==> config.mk <==
export PLATFORM = sky130hd
export DESIGN_NAME = gcd_alu_ctrl
export DESIGN_NICKNAME = d
export VERILOG_FILES = /design/src/rtl/alu_pkg.sv /design/src/rtl/gcd_alu_ctrl.sv
export SDC_FILE = /design/constraint.sdc
export NUM_CORES = 1
export LEC_CHECK = 0
export CORE_ASPECT_RATIO = 0.7
export CORE_MARGIN = 4
export CORE_UTILIZATION = 45
export CTS_CLUSTER_SIZE = 12
export DETAILED_ROUTE_END_ITERATION = 6
export GPL_ROUTABILITY_DRIVEN = 0
export PLACE_DENSITY = 0.78
export RECOVER_POWER = 50
export SLEW_MARGIN = 20
export SYNTH_ARGS = -nofsm -noshare
export SYNTH_HDL_FRONTEND = slang
export SYNTH_SLANG_ARGS = --single-unit
==> constraint.sdc <==
create_clock -name clk -period 5.7 [get_ports clk]
set_input_delay 1.425 -clock clk [delete_from_list [all_inputs] [get_ports clk]]
set_output_delay 1.425 -clock clk [all_outputs]
set_load 0.02 [all_outputs]
==> src/rtl/alu_pkg.sv <==
// Shared definitions for the 4-op ALU and its GCD sequencer.
//   alu_sel_t   : ALU operation select encoding (ADD/SUB/AND/OR)
//   gcd_state_t : sequencer FSM states
//   flags_onehot: true when exactly one of {neg,pos,zero} is set
package alu_pkg;

  typedef enum logic [1:0] {
    ADD = 2'b00,
    SUB = 2'b01,
    AND = 2'b10,
    OR  = 2'b11
  } alu_sel_t;

  typedef enum logic [1:0] {
    IDLE   = 2'd0,
    SUB_XY = 2'd1,
    SUB_YX = 2'd2,
    DONE   = 2'd3
  } gcd_state_t;

  function automatic logic flags_onehot(input logic neg, input logic pos, input logic zero);
    logic [2:0] f;
    f = {neg, pos, zero};
    return (f == 3'b001) || (f == 3'b010) || (f == 3'b100);
  endfunction

endpackage

==> src/rtl/gcd_alu_ctrl.sv <==
// GCD sequencer driving an external combinational ALU by repeated subtraction.
//
// State table:
//   state  | meaning
//   IDLE   | waiting for go after reset
//   SUB_XY | ALU computes x - y; pos -> x updated, neg -> SUB_YX, zero -> DONE
//   SUB_YX | ALU computes y - x; pos -> y updated, neg -> SUB_XY, zero -> DONE
//   DONE   | result/op_count/err held, go accepted for a new run
//
// Ports:
//   clk, rst_n                  clock, async active-low reset
//   go, a, b                    start request and operands (sampled in IDLE/DONE)
//   busy, done, err             status; err valid with done
//   result, op_count            GCD and number of ALU ops (saturating)
//   alu_in0, alu_in1, alu_sel   operands/select to the ALU (DATA_WIDTH+1 wide)
//   alu_out, alu_neg/pos/zero   ALU result and flags
module gcd_alu_ctrl
  import alu_pkg::*;
#(
  parameter int DATA_WIDTH = 8,
  parameter int CNT_WIDTH  = 16
) (
  input  logic                  clk,
  input  logic                  rst_n,
  input  logic                  go,
  input  logic [DATA_WIDTH-1:0] a,
  input  logic [DATA_WIDTH-1:0] b,
  output logic                  busy,
  output logic                  done,
  output logic                  err,
  output logic [DATA_WIDTH-1:0] result,
  output logic [CNT_WIDTH-1:0]  op_count,
  output logic [DATA_WIDTH:0]   alu_in0,
  output logic [DATA_WIDTH:0]   alu_in1,
  output logic [1:0]            alu_sel,
  input  logic [DATA_WIDTH:0]   alu_out,
  input  logic                  alu_neg,
  input  logic                  alu_pos,
  input  logic                  alu_zero
);

  gcd_state_t            r_state;
  logic [DATA_WIDTH-1:0] r_x;
  logic [DATA_WIDTH-1:0] r_y;
  logic [DATA_WIDTH-1:0] r_result;
  logic [CNT_WIDTH-1:0]  r_cnt;
  logic                  r_err;

  logic                  w_accept;
  logic                  w_onehot;
  logic [CNT_WIDTH-1:0]  w_cnt_inc;
  logic                  w_unused_msb;

  // Operands are non-negative and zero-extended, so a difference never
  // needs the extra bit; it only exists to make neg a correct compare.
  assign w_unused_msb = alu_out[DATA_WIDTH];

  assign w_accept  = go && ((r_state == IDLE) || (r_state == DONE));
  assign w_onehot  = flags_onehot(alu_neg, alu_pos, alu_zero);
  assign w_cnt_inc = (&r_cnt) ? r_cnt : r_cnt + CNT_WIDTH'(1);

  assign busy     = (r_state == SUB_XY) || (r_state == SUB_YX);
  assign done     = (r_state == DONE);
  assign err      = r_err;
  assign result   = r_result;
  assign op_count = r_cnt;
  assign alu_sel  = SUB;

  always_comb begin
    alu_in0 = '0;
    alu_in1 = '0;
    case (r_state)
      SUB_XY: begin
        alu_in0 = {1'b0, r_x};
        alu_in1 = {1'b0, r_y};
      end
      SUB_YX: begin
        alu_in0 = {1'b0, r_y};
        alu_in1 = {1'b0, r_x};
      end
      default: begin
        alu_in0 = '0;
        alu_in1 = '0;
      end
    endcase
  end

  always_ff @(posedge clk or negedge rst_n) begin
    if (!rst_n) begin
      r_state  <= IDLE;
      r_x      <= '0;
      r_y      <= '0;
      r_result <= '0;
      r_cnt    <= '0;
      r_err    <= 1'b0;
    end else begin
      case (r_state)
        IDLE, DONE: begin
          if (w_accept) begin
            r_x   <= a;
            r_y   <= b;
            r_cnt <= '0;
            r_err <= 1'b0;
            // A zero operand makes the GCD the other operand; skip the ALU.
            if ((a == '0) || (b == '0)) begin
              r_result <= a | b;
              r_state  <= DONE;
            end else begin
              r_state <= SUB_XY;
            end
          end
        end
        SUB_XY: begin
          r_cnt <= w_cnt_inc;
          if (!w_onehot) begin
            r_err    <= 1'b1;
            r_result <= '0;
            r_state  <= DONE;
          end else if (alu_zero) begin
            r_result <= r_x;
            r_state  <= DONE;
          end else if (alu_pos) begin
            r_x <= alu_out[DATA_WIDTH-1:0];
          end else begin
            r_state <= SUB_YX;
          end
        end
        SUB_YX: begin
          r_cnt <= w_cnt_inc;
          if (!w_onehot) begin
            r_err    <= 1'b1;
            r_result <= '0;
            r_state  <= DONE;
          end else if (alu_zero) begin
            r_result <= r_x;
            r_state  <= DONE;
          end else if (alu_pos) begin
            r_y <= alu_out[DATA_WIDTH-1:0];
          end else begin
            r_state <= SUB_XY;
          end
        end
        default: r_state <= IDLE;
      endcase
    end
  end

endmodule
# Word-level counts from Yosys, hierarchy flattened
# Cells that the tools add are included.
[classes] addsub=1 n_eq_ne=19 muxes=29 n_bitwise=1 n_reduce_logical=20
[op_table] operator="8-bit one-hot mux with 2 select lines" n=5
[op_table] operator="8-bit 2-to-1 mux" n=9
[op_table] operator="16-bit 2-to-1 mux" n=2
[op_table] operator="16-bit one-hot mux with 2 select lines" n=1
[op_table] operator="2-bit inequality test, second input constant" n=10
[op_table] operator="16-bit by 1-bit adder with 16-bit output, second input constant" n=1
[op_table] operator="8-bit logical NOT" n=2
[op_table] operator="2-bit 2-to-1 mux" n=8
[op_table] operator="16-bit AND reduction" n=1
[op_table] operator="5-bit AND reduction" n=2
[op_table] operator="4-bit inequality test, second input constant" n=2
[op_table] operator="8-bit OR" n=1
[op_table] operator="2-bit one-hot mux with 3 select lines" n=1
[op_table] operator="3-bit AND reduction" n=2
[op_table] operator="1-bit logical OR" n=5
[op_table] operator="2-bit equality test, second input constant" n=2
[op_table] operator="2-bit AND reduction" n=2
[op_table] operator="2-bit nonzero test" n=2
[op_table] operator="2-bit OR reduction" n=2
[op_table] operator="3-bit by 1-bit equality test with 1-bit output, second input constant" n=1
[op_table] operator="3-bit by 2-bit equality test with 1-bit output, second input constant" n=1
[op_table] operator="3-bit equality test, second input constant" n=1
[op_table] operator="3-bit inequality test, second input constant" n=1
[op_table] operator="2-bit by 1-bit equality test with 1-bit output, second input constant" n=1
[op_table] operator="other kinds (4)" n=5
[word_totals] register_bits=43 input_bits=31 out_inout_bits=47 elab_cells=76

# Logic depth before layout (Yosys ltp)
[logic_depth] ltp_word=5 mapped_depth=9 depth_no_buf=7

# Worst setup path after synthesis
# Ideal clock, no wire load.
[synth_path] path_kind="reg2out" startpoint="register r_state[0]" endpoint="output port alu_in0[0]" arrival_ps=1734 t_required_ps=4275 setup_slack_ps=2541 path_stages_with_launch=8 n_path_buf=3 cell_sequence="dfrtp_1 inv_1 ha_1 buf_4 nor2b_1 clkbuf_1 clkbuf_1 a22o_1"
[synth_via] elab_chain_cells=2 elab_cells_between_ends=3 cone_classes="2 x eq/ne; 1 x mux"
[synth_rtl] item="start: declaration" line="gcd_alu_ctrl.sv:42" source="gcd_state_t r_state;"
[synth_rtl] item="start signal: assignment" line="gcd_alu_ctrl.sv:90" source="r_state <= IDLE;"
[synth_rtl] item="start signal: assignment" line="gcd_alu_ctrl.sv:107" source="r_state <= DONE;"
[synth_rtl] item="start signal: assignment" line="gcd_alu_ctrl.sv:109" source="r_state <= SUB_XY;"
[synth_rtl] item="2-bit equality test / 2-bit by 1-bit equality test with 1-bit output (equally long branches)" line="gcd_alu_ctrl.sv:72" source="case (r_state)"
[synth_rtl] item="8-bit one-hot mux with 2 select lines (*)" line="gcd_alu_ctrl.sv:72"
[synth_rtl] item="end: declaration" line="gcd_alu_ctrl.sv:33" source="output logic [DATA_WIDTH:0] alu_in0,"
# Mark *: on every way between the ends. The rest lies on a longest branch, timed or not.

# Worst setup path after layout
[layout_path] startpoint="register r_state[1]" endpoint="output port alu_in0[0]"
# Same word-level chain as after synthesis.

==> metrics.csv <==
metric;value;unit
final max-slew violation count;44;
Num Clock Sinks;43;
setup slack at placement;1370;ps
Final ANT Viol Nets;0;
Ys Warns;0;
fin worst setup slack;1200;ps
diode count;0;
Die ar.;6890;µm²
# setup viols final;0;
Crit Path Max Fanout;29;
Num CTS Buffers;5;
DR vias;2233;
CP cell instances;ha_1, clkbuf_1, nor2b_2, a22o_1, clkdlybuf4s50_1;
most frequent cells in the layout;66 x clkdlybuf4s50_1, 43 x dfrtp_1, 29 x nand2_1, 29 x o21ai_0, 20 x nor2_1;
Worst VDD drop;0.000301;V
Initial Util;0.473;
Mapped Cells;267;
initial antenna violation count;0;
Worst R2R End;op_count[0];
normalized max-slew margin;-0.571;
outcome;finished with violations;
Post-DP Area;3240;µm²
starting DRC count in detailed routing;145;
Total Power;1.90;mW
Final #Nets;367;
CTS tree;yes;
# DRC;0;
pin count of the biggest net entering global routing;44;
share of cells above drive strength 1;0.0783;
pwr dens;567;nW/µm²
R2R Setup Slk;2590;ps
hold_ws;488;ps
H-tree depth;2;
Worst EP arrival;3070;ps
Synth Cell Area;2520;µm²
register area share after synthesis;0.426;
clk root buf;clkbuf_8;
max incr delay on CP;830;ps
Max Buffers Root-to-Sink;2;
global-route wire length before repair;10700;µm
RSZ-0062 raised after global routing;no;
violations in the final reports;max-capacitance violations, max-slew violations;
Pre-antenna DRT Iters;4;
fin crit period;4500;ps
Netlist cell types;38;
Clock Pin Slew Worst Setup and Hold Paths;80;ps
placed cells;397;
Post-Layout Cell Count;404;
endpoints failing hold;0;
Final Core Density;0.626;
Max Cap Viol;1;
commonest non-fill, non-tap cell in the layout;clkdlybuf4s50_1;
vias per cell;5.53;
gr ovfl total;0;
Crit. End Element;primary output;
min-delay worst type;reg2reg;
CORE AREA;5340;µm²
Seq cells post-synth;43;
Worst Reg-to-Reg Cells;7;
Synth Area per Inst;9.45;µm²
GRT Util Overall;0.191;
reg2reg start;r_state[0];
f_max;222;MHz
Routed Wire Length;6590;µm
area growth from synthesis to layout;32.5;%
largest cells by area after synthesis;dfrtp_1 43%, mux2i_1 6.7%, a22o_1 5.9%, o21ai_0 5.2%, nand2_1 4.3%;
row cnt;22;
io pins;78;
post-route cell area;3340;µm²
worst skew pair latency;290;ps
Worst EP required;4280;ps
mean routed wirelength per cell;16.3;µm
share of the synthesized area in the top cell type;0.426;
crit start category;register;
Worst path slowest cell;clkbuf_1;
Hold Path Stages;2;
Post-DP HPWL;5000;µm
Lkg Pwr;1.37;nW
Die W;97.5;µm
worst-margin pin slew;2360;ps
Synth area leader;dfrtp_1;
ratio of final minimum period to clock period;0.789;
setup TNS;0;ps
crit path kind;reg2out;
WHS Endpoint;err;
worst clock skew;7.70;ps
# port buffers;72;
hold path start;err;
CTS Hold Bufs;0;
setup bufs post-CTS;0;
Die Height;70.7;µm
vias in the first global route;2139;
Resized cells post-CTS;0;
worst max-delay path: cells and delay by family (launching register included):
| family | cells | cell delay [ps] |
|---|---|---|
| buffers and inverters | 2 | 1380 |
| DFF | 1 | 430 |
| and+or+nand+nor | 1 | 350 |
| AOI/OAI and AO/OA | 1 | 320 |
| adders and majority gates | 1 | 290 |
cell families after synthesis:
| logic type | count (synthesis) | share of synthesized area |
|---|---|---|
| flip-flops | 43 | 0.426 |
| buffers and inverters | 28 | 0.0570 |
| multiplexers | 26 | 0.108 |
| adder cells (fa/ha/maj) | 4 | 0.0198 |
| other | 2 | 0.00298 |
| XOR/XNOR | 15 | 0.0521 |
| AO/OA/AOI/OAI | 70 | 0.183 |
| AND/OR/NAND/NOR | 79 | 0.151 |
synth_stat cells (all sizes together):
cell     instances
mux2             9
xor2            11
and4             2
buf             10
and3             3
ha               4
conb             2
nand2           30
nor2            20
nand3            5
nand4            4
a21o             1
a2111oi          1
nand2b           2
dfrtp           43
o21ai           37
o31ai            1
inv             11
clkbuf           7
xnor2            4
nor2b            3
nand4b           1
or3b             1
nor4             4
a211oi           1
a22o            17
mux2i           17
and2             4
a21oi           12
sequential cells by signal (all words and copies together), names as in the netlist:
signal	flops
err	1
op_count	16
r_state	2
r_x	8
r_y	8
result	8
report_power, final:
part | leakage, nW | switching (mW) | internal [mW]
logic | 0.784 | 0.637 | 0.510
registers | 0.539 | 0.0961 | 0.422
clock network | 0.0513 | 0.103 | 0.129
total | 1.37 | 0.836 | 1.06
layer usage:
layer,global-route usage,routed length (µm),vias up
met4,0.0384,27,0
met3,0.0483,410,4
met1,0.277,3100,1097
met2,0.293,3050,75
met5,0,0,-
li1,-,-,1057
layout make-up:
class                           count  area, µm²
Sequential cell                    43       1080
Fill cell                         462       2000
Inverter                           11       41.3
Clock inverter                      1       30.0
Clock buffer                        6       72.6
Tap cell                           72       90.1
Multi-Input combinational cell    198       1320
Timing Repair Buffer               73        718
worst max-delay path by stage:
stage	start	to
2_1_floorplan	r_state[0]	alu_in0[0]
3_3_place_gp	r_state[0]	alu_in0[0]
6_report	r_state[1]	alu_in0[0]
4_1_cts	r_state[1]	alu_in0[0]
3_5_place_dp	r_state[1]	alu_in0[0]
5_1_grt	r_state[1]	alu_in0[6]
(Power assumes the default switching activity.)
